**src/rtl/wb_arb_intercon_if.sv**
```systemverilog
// Bus bundle for wb_arb_intercon: master-side request/response plus slave-side strobe/ack.
// The interconnect uses the slave modport; masters and slave models use the master modport.
interface wb_arb_intercon_if #(
  parameter int NUM_MASTERS = 2,
  parameter int NUM_SLAVES  = 16,
  parameter int DW          = 32,
  parameter int AW          = 32
) ();
  logic [NUM_MASTERS-1:0]    m_stb;
  logic [NUM_MASTERS-1:0]    m_we;
  logic [NUM_MASTERS*AW-1:0] m_addr;
  logic [NUM_MASTERS*DW-1:0] m_dat_i;
  logic [DW-1:0]             m_dat_o;
  logic [NUM_MASTERS-1:0]    m_ack;
  logic [NUM_MASTERS-1:0]    m_err;
  logic [NUM_SLAVES-1:0]     s_stb;
  logic                      s_we;
  logic [AW-1:0]             s_addr;
  logic [DW-1:0]             s_dat_o;
  logic [NUM_SLAVES*DW-1:0]  s_dat_i;
  logic [NUM_SLAVES-1:0]     s_ack;
  logic [2:0]                grant;
  logic                      busy;

  modport slave (
    input  m_stb, m_we, m_addr, m_dat_i, s_dat_i, s_ack,
    output m_dat_o, m_ack, m_err, s_stb, s_we, s_addr, s_dat_o, grant, busy
  );

  modport master (
    output m_stb, m_we, m_addr, m_dat_i, s_dat_i, s_ack,
    input  m_dat_o, m_ack, m_err, s_stb, s_we, s_addr, s_dat_o, grant, busy
  );
endinterface

```
**src/rtl/wb_arb_intercon.sv**
```systemverilog
// Round-robin Wishbone interconnect: NUM_MASTERS masters share NUM_SLAVES address-decoded slaves.
// Define WB_TIMEOUT_EN to terminate hung slaves with an error ACK after TIMEOUT BUSY cycles.
module wb_arb_intercon #(
  parameter int NUM_MASTERS = 2,
  parameter int NUM_SLAVES  = 16,
  parameter int DW          = 32,
  parameter int AW          = 32,
  parameter int SEL_LO      = 28,
  parameter int SEL_W       = 4,
  parameter int TIMEOUT     = 255
) (
  input logic clk,
  input logic rstn,
  wb_arb_intercon_if.slave bus
);

  typedef enum logic [1:0] {IDLE, BUSY, DONE} state_e;

  state_e           state_q, state_d;
  logic [2:0]       ptr_q, ptr_d, grant_q, grant_d;
  logic [AW-1:0]    addr_q, addr_d;
  logic             we_q, we_d;
  logic [DW-1:0]    wdat_q, wdat_d, rdat_q, rdat_d;
  logic [SEL_W-1:0] sel_q, sel_d;
  logic             err_q, err_d;

`ifdef WB_TIMEOUT_EN
  localparam int TWR = $clog2(TIMEOUT + 1);
  localparam int TW  = (TWR < 8) ? 8 : ((TWR > 32) ? 32 : TWR);
  logic [TW-1:0] tmo_q, tmo_d;
  logic          tmo_hit;
  // counter holds completed BUSY cycles, so the last allowed cycle sees TIMEOUT-1
  assign tmo_hit = (tmo_q == TW'(TIMEOUT - 1));
`endif

  logic          req_any, w_we;
  logic [2:0]    win;
  logic [AW-1:0] w_addr;
  logic [DW-1:0] w_dat;

  // first requester strictly after the pointer, wrapping
  always_comb begin
    req_any = 1'b0;
    win     = ptr_q;
    for (int k = 1; k <= NUM_MASTERS; k++)
      for (int i = 0; i < NUM_MASTERS; i++)
        if (!req_any && bus.m_stb[i] && ((int'(ptr_q) + k) % NUM_MASTERS) == i) begin
          req_any = 1'b1;
          win     = 3'(i);
        end
    w_addr = '0;
    w_we   = 1'b0;
    w_dat  = '0;
    for (int i = 0; i < NUM_MASTERS; i++)
      if (win == 3'(i)) begin
        w_addr = bus.m_addr[i*AW +: AW];
        w_we   = bus.m_we[i];
        w_dat  = bus.m_dat_i[i*DW +: DW];
      end
  end

  logic                  ack_sel;
  logic [DW-1:0]         dat_sel;
  logic [NUM_SLAVES-1:0] stb_v;

  always_comb begin
    ack_sel = 1'b0;
    dat_sel = '0;
    stb_v   = '0;
    for (int s = 0; s < NUM_SLAVES; s++)
      if (sel_q == SEL_W'(s)) begin
        ack_sel  = bus.s_ack[s];
        dat_sel  = bus.s_dat_i[s*DW +: DW];
        stb_v[s] = (state_q == BUSY);
      end
  end

  always_comb begin
    state_d = state_q;
    ptr_d   = ptr_q;
    grant_d = grant_q;
    addr_d  = addr_q;
    we_d    = we_q;
    wdat_d  = wdat_q;
    sel_d   = sel_q;
    err_d   = err_q;
    rdat_d  = rdat_q;
`ifdef WB_TIMEOUT_EN
    tmo_d   = tmo_q;
`endif
    case (state_q)
      IDLE: if (req_any) begin
        ptr_d   = win;
        grant_d = win;
        addr_d  = w_addr;
        we_d    = w_we;
        wdat_d  = w_dat;
        sel_d   = w_addr[SEL_LO +: SEL_W];
        if (32'(w_addr[SEL_LO +: SEL_W]) >= 32'(NUM_SLAVES)) begin
          err_d   = 1'b1;
          rdat_d  = '0;
          state_d = DONE;
        end else begin
          err_d   = 1'b0;
          state_d = BUSY;
`ifdef WB_TIMEOUT_EN
          tmo_d   = '0;
`endif
        end
      end
      BUSY: begin
        // ACK wins over a coincident timeout
        if (ack_sel) begin
          rdat_d  = dat_sel;
          state_d = DONE;
        end
`ifdef WB_TIMEOUT_EN
        else if (tmo_hit) begin
          err_d   = 1'b1;
          rdat_d  = DW'(32'hDEAD_BEEF);
          state_d = DONE;
        end else begin
          tmo_d   = tmo_q + 1'b1;
        end
`endif
      end
      DONE:    state_d = IDLE;
      default: state_d = IDLE;
    endcase
  end

  always_ff @(posedge clk or negedge rstn) begin
    if (!rstn) begin
      state_q <= IDLE;
      ptr_q   <= 3'(NUM_MASTERS - 1);
      grant_q <= '0;
      addr_q  <= '0;
      we_q    <= 1'b0;
      wdat_q  <= '0;
      sel_q   <= '0;
      err_q   <= 1'b0;
      rdat_q  <= '0;
`ifdef WB_TIMEOUT_EN
      tmo_q   <= '0;
`endif
    end else begin
      state_q <= state_d;
      ptr_q   <= ptr_d;
      grant_q <= grant_d;
      addr_q  <= addr_d;
      we_q    <= we_d;
      wdat_q  <= wdat_d;
      sel_q   <= sel_d;
      err_q   <= err_d;
      rdat_q  <= rdat_d;
`ifdef WB_TIMEOUT_EN
      tmo_q   <= tmo_d;
`endif
    end
  end

  logic [NUM_MASTERS-1:0] ack_v, err_v;

  always_comb begin
    ack_v = '0;
    err_v = '0;
    for (int i = 0; i < NUM_MASTERS; i++)
      if (state_q == DONE && grant_q == 3'(i)) begin
        ack_v[i] = 1'b1;
        err_v[i] = err_q;
      end
  end

  assign bus.m_ack   = ack_v;
  assign bus.m_err   = err_v;
  assign bus.m_dat_o = rdat_q;
  assign bus.s_stb   = stb_v;
  assign bus.s_we    = we_q;
  assign bus.s_addr  = addr_q;
  assign bus.s_dat_o = wdat_q;
  assign bus.grant   = grant_q;
  assign bus.busy    = (state_q != IDLE);

endmodule
```
**src/flat_wrapper.sv**
```systemverilog
// flat-port wrapper written by rule: the top's interface ports become plain ports
module wb_arb_intercon_flat 
#(
  parameter int NUM_MASTERS = 2,
  parameter int NUM_SLAVES  = 16,
  parameter int DW          = 32,
  parameter int AW          = 32,
  parameter int SEL_LO      = 28,
  parameter int SEL_W       = 4,
  parameter int TIMEOUT     = 255
)
  (clk, rstn, bus_m_stb, bus_m_we, bus_m_addr, bus_m_dat_i, bus_s_dat_i, bus_s_ack, bus_m_dat_o, bus_m_ack, bus_m_err, bus_s_stb, bus_s_we, bus_s_addr, bus_s_dat_o, bus_grant, bus_busy);
  wb_arb_intercon_if #(.NUM_MASTERS(NUM_MASTERS), .NUM_SLAVES(NUM_SLAVES), .DW(DW), .AW(AW)) bus_i ();
  input logic clk;
  input logic rstn;
  input wire logic [$bits(bus_i.m_stb)-1:0] bus_m_stb;
  input wire logic [$bits(bus_i.m_we)-1:0] bus_m_we;
  input wire logic [$bits(bus_i.m_addr)-1:0] bus_m_addr;
  input wire logic [$bits(bus_i.m_dat_i)-1:0] bus_m_dat_i;
  input wire logic [$bits(bus_i.s_dat_i)-1:0] bus_s_dat_i;
  input wire logic [$bits(bus_i.s_ack)-1:0] bus_s_ack;
  output wire logic [$bits(bus_i.m_dat_o)-1:0] bus_m_dat_o;
  output wire logic [$bits(bus_i.m_ack)-1:0] bus_m_ack;
  output wire logic [$bits(bus_i.m_err)-1:0] bus_m_err;
  output wire logic [$bits(bus_i.s_stb)-1:0] bus_s_stb;
  output wire logic [$bits(bus_i.s_we)-1:0] bus_s_we;
  output wire logic [$bits(bus_i.s_addr)-1:0] bus_s_addr;
  output wire logic [$bits(bus_i.s_dat_o)-1:0] bus_s_dat_o;
  output wire logic [$bits(bus_i.grant)-1:0] bus_grant;
  output wire logic [$bits(bus_i.busy)-1:0] bus_busy;
  assign bus_i.m_stb = bus_m_stb;
  assign bus_i.m_we = bus_m_we;
  assign bus_i.m_addr = bus_m_addr;
  assign bus_i.m_dat_i = bus_m_dat_i;
  assign bus_i.s_dat_i = bus_s_dat_i;
  assign bus_i.s_ack = bus_s_ack;
  assign bus_m_dat_o = bus_i.m_dat_o;
  assign bus_m_ack = bus_i.m_ack;
  assign bus_m_err = bus_i.m_err;
  assign bus_s_stb = bus_i.s_stb;
  assign bus_s_we = bus_i.s_we;
  assign bus_s_addr = bus_i.s_addr;
  assign bus_s_dat_o = bus_i.s_dat_o;
  assign bus_grant = bus_i.grant;
  assign bus_busy = bus_i.busy;
  wb_arb_intercon #(.NUM_MASTERS(NUM_MASTERS), .NUM_SLAVES(NUM_SLAVES), .DW(DW), .AW(AW), .SEL_LO(SEL_LO), .SEL_W(SEL_W), .TIMEOUT(TIMEOUT)) u_core (.clk(clk), .rstn(rstn), .bus(bus_i));
endmodule
```
**config.mk**
```make
export PLATFORM = sky130hd
export DESIGN_NAME = wb_arb_intercon_flat
export DESIGN_NICKNAME = d
export VERILOG_FILES = /design/src/rtl/wb_arb_intercon_if.sv /design/src/rtl/wb_arb_intercon.sv /design/src/flat_wrapper.sv
export SDC_FILE = /design/constraint.sdc
export NUM_CORES = 1
export LEC_CHECK = 0
export CAP_MARGIN = 10
export CORE_AREA = 2 2 303 305
export CTS_CLUSTER_SIZE = 10
export DETAILED_ROUTE_END_ITERATION = 10
export DIE_AREA = 0 0 305 307
export GPL_TIMING_DRIVEN = 0
export PLACE_DENSITY = 0.37
export SLEW_MARGIN = 10
export SYNTH_ARGS = -nofsm -noshare
export SYNTH_HDL_FRONTEND = slang
export SYNTH_SLANG_ARGS = --single-unit
```
**constraint.sdc**
```tcl
create_clock -name clk -period 2.14 [get_ports clk]
set_input_delay 0.214 -clock clk [delete_from_list [all_inputs] [get_ports clk]]
set_output_delay 0.214 -clock clk [all_outputs]
set_load 0.02 [all_outputs]
```
==> metrics.txt <==
outcome finished with violations; failing checks setup timing; R2R depth 8; slowest stage cell, crit path dfrtp_2; vias in the first global route 15200; Core Region between 90000 and 100000 um2; post-route ant nets 0; Area Overhead vs Synth 123%; share of the yosys chip area belonging to registers 0.263; total of max-cap violations 0; crit path kind register to register; Pwr Total 32900 uW; io pins just under 800; switching share of power 0.537; Critical Path Source Type register; r2r endpoint u_core.bus.m_dat_o[9]; largest net degree at the start of global routing 57; die area 93600 um2; initial antenna violation count 33; GPL Wtd Cong 0.937; Finish-stage setup viols 45; dpl ws -1780 ps; worst hold path class primary input to asynchronous set/reset pin; post-layout min period 2530 ps; Synth Instances roughly 1200; DR iter-0 viols 899; Initial Util 0.108; htree depth 3; dominant cell type by area after synthesis dfrtp_1; Routed wire per std cell 34.5 um; Fin Setup TNS -11780 ps; Slew Limit Headroom 0.479; Pwr Density approximately 1500 nW/um2; Syn Area/Cell 8.38 um2; vias 14300; Pleak 0.00827 uW; share of cells above drive strength 1 0.212; # rows 111; CP arrival 2820 ps; Via-to-Cell Ratio 4.40; first-pass GRT wire length 143000 um; Post-DP HPWL 91200 um; CP delay by family, top compound AO/OA/AOI/OAI gates; CTS Buffer Depth 2; Worst Tran Pin Value between 700 and 800 ps; Synth Flop Type dfrtp_1; top post-synthesis cells by count a21oi_1 (169), nor2_1 (122), dfrtp_1 (102); Worst-Skew Late Latency between 400 and 500 ps; Post-Route WL ~110000 um; post-route clock period utilization 1.18; TritonCTS clock tree yes; Buffers on Ports 780; Int Pwr 15300 uW; skew final 25.4 ps; DRC violations left 0; total clock sinks 103; Worst path max stage delay approximately 430 ps; Worst R2R Setup Slack -390 ps; Final WS setup -385 ps; unrepaired setup endpoints after global routing true; number of synthesized register bits 103; CP Capture Type register; worst path buffer plus inverter count 3; Die Span X roughly 310 um; dominant cell by count in the synthesized netlist a21oi_1; total CTS buffers 9; Mapped Area 9790 um2; NetSw 17700 uW; Gate power share 0.831; Die Y approximately 310 um; sequential group share of total power 0.109; DRT Pass-1 Iters 5; worst-path maximum fanout 10; gr ovfl total 0; dominant cells by area after synthesis dfrtp_1 (26%), a21oi_1 (8.6%), mux4_2 (6.9%), a22oi_1 (5.9%), mux2i_1 (5.2%); CP cell instances buf_6, and3b_1, a222oi_1, a21oi_2, o21ai_4, buf_12, buf_16, mux2_4; CTS Root Cell clkbuf_16; final core utilization 0.240; share of synthesized registers carrying an async set or reset 1.00; Post-synth EDFFs 0; top-area cell type share of the netlist area 0.261; synth warn 0; start of the worst register-to-register path u_core.bus.s_addr[31]; layout net count 2696; Peak supply drop 0.521 mV; final hold vios 0; WP data required 2430 ps; clock slew at reported path FFs 120 ps; Final Slew Violations 0; Unique masters post-synth 64; GRT Total Usage 0.229; Clk network pwr share 0.060; Max Freq approximately 400 MHz
[layout by cell type, fill, tap and decap left out, types with 7 or more instances in the layout]
cell type,count
dfrtp_1,98
clkbuf_2,18
nor2b_1,29
clkbuf_16,18
o21ai_0,66
mux4_2,30
nor2_4,10
nor3_1,7
clkdlybuf4s50_1,761
a21oi_1,156
buf_2,14
or2_2,8
nor3_4,7
buf_12,28
clkbuf_4,13
a22oi_1,75
clkbuf_1,7
a211oi_1,18
buf_6,33
nand2_1,45
nor2_1,110
buf_8,14
mux2i_1,45
buf_16,9
mux2_4,29
mux2_2,34
diode_2,14
o221ai_1,18
nand2b_1,11
buf_4,65
nand3_1,10
a21oi_2,12
o22ai_1,57
o21ai_1,8
[what timing repair did]
| item | 4_1_cts | 5_1_grt |
|---|---|---|
| setup buffers | 43 | 21 |
| gates resized for setup | 498 | 56 |
| pin swaps | 27 | 9 |
| setup endpoints to repair | 119 | 117 |
| hold buffers | 1 | 0 |
| cloned | 4 | 6 |
| hold endpoints to repair | 55 | 0 |
[routing by layer]
layer | vias to the layer above | GRT usage | wire [um]
li1 | 6240 | - | -
met1 | 7077 | 0.262 | 43000
met2 | 786 | 0.415 | 56600
met3 | 134 | 0.0607 | 8690
met4 | 20 | 0.0660 | 3380
met5 | - | 0 | 119
[cell families (layout without fill, tap and decap cells)]
group / Yosys count / in the layout / share of synthesized area
AO/OA/AOI/OAI: 507 / 507 / 0.328
buffers and inverters: 138 / 1007 / 0.0723
flip-flops: 103 / 103 / 0.263
multiplexers: 144 / 144 / 0.204
other: 1 / 16 / 0.000383
AND/OR/NAND/NOR: 276 / 276 / 0.132
[cell type report]
type,instances,area (um2)
diodes,14,35.0
plain buffers,123,1450
clock buffers,10,229
clock inverters,6,62.6
fillers,9924,68900
inverters,11,61.3
multi-input cells,929,7180
flip-flops and latches,103,2580
well taps,1186,1480
repair buffers,857,8710
[power by group through the flow]
stage | Clock (uW) | Sequential [uW] | Combinational (uW)
floorplan | 0 | 4620 | 9700
global placement | 0 | 3590 | 22500
detailed placement | 0 | 3610 | 22600
CTS | 2070 | 3590 | 26900
global route | 2120 | 3720 | 28700
finish | 1970 | 3600 | 27400
[how the worst max path moves through the flow]
stage / end / cells past startpoint / slack, ps / from
floorplan: u_core.bus.m_dat_o[26] / 7 / 2 / u_core.sel_q[0]
global placement: u_core.sel_q[1] / 1 / -5000 / rstn
detailed placement: u_core.bus.m_dat_o[14] / 9 / -1780 / u_core.sel_q[2]
CTS: u_core.bus.m_dat_o[1] / 11 / -350 / u_core.sel_q[1]
global route: u_core.bus.m_dat_o[29] / 11 / -410 / u_core.sel_q[1]
finish: u_core.bus.m_dat_o[9] / 8 / -390 / u_core.bus.s_addr[31]
[sequential cells by signal, indices dropped and copies added, names as in the netlist]
name,flops
u_core.ptr_q,1
u_core.bus.m_dat_o,32
u_core.bus.grant,3
u_core.sel_q,3
u_core.bus.s_addr,29
u_core.state_q,2
u_core.bus.s_we,1
u_core.bus.s_dat_o,32
[per-stage QoR]
step           std cells  cell area [um2]  hold WS (ps)
2_1_floorplan       1170             9800         -81.6
3_3_place_gp        3136            19100           494
3_5_place_dp        3139            19100           302
4_1_cts             3200            21300           421
5_1_grt             3231            21800           424
6_report            3239            21800           377
[worst register-to-register path, cell delays in order (launching register included)]
cell	delay, ps
dfrtp_2	430
buf_6	260
and3b_1	320
a222oi_1	360
a21oi_2	140
o21ai_4	190
buf_12	190
buf_16	200
mux2_4	320
(Power assumes the default switching activity.)
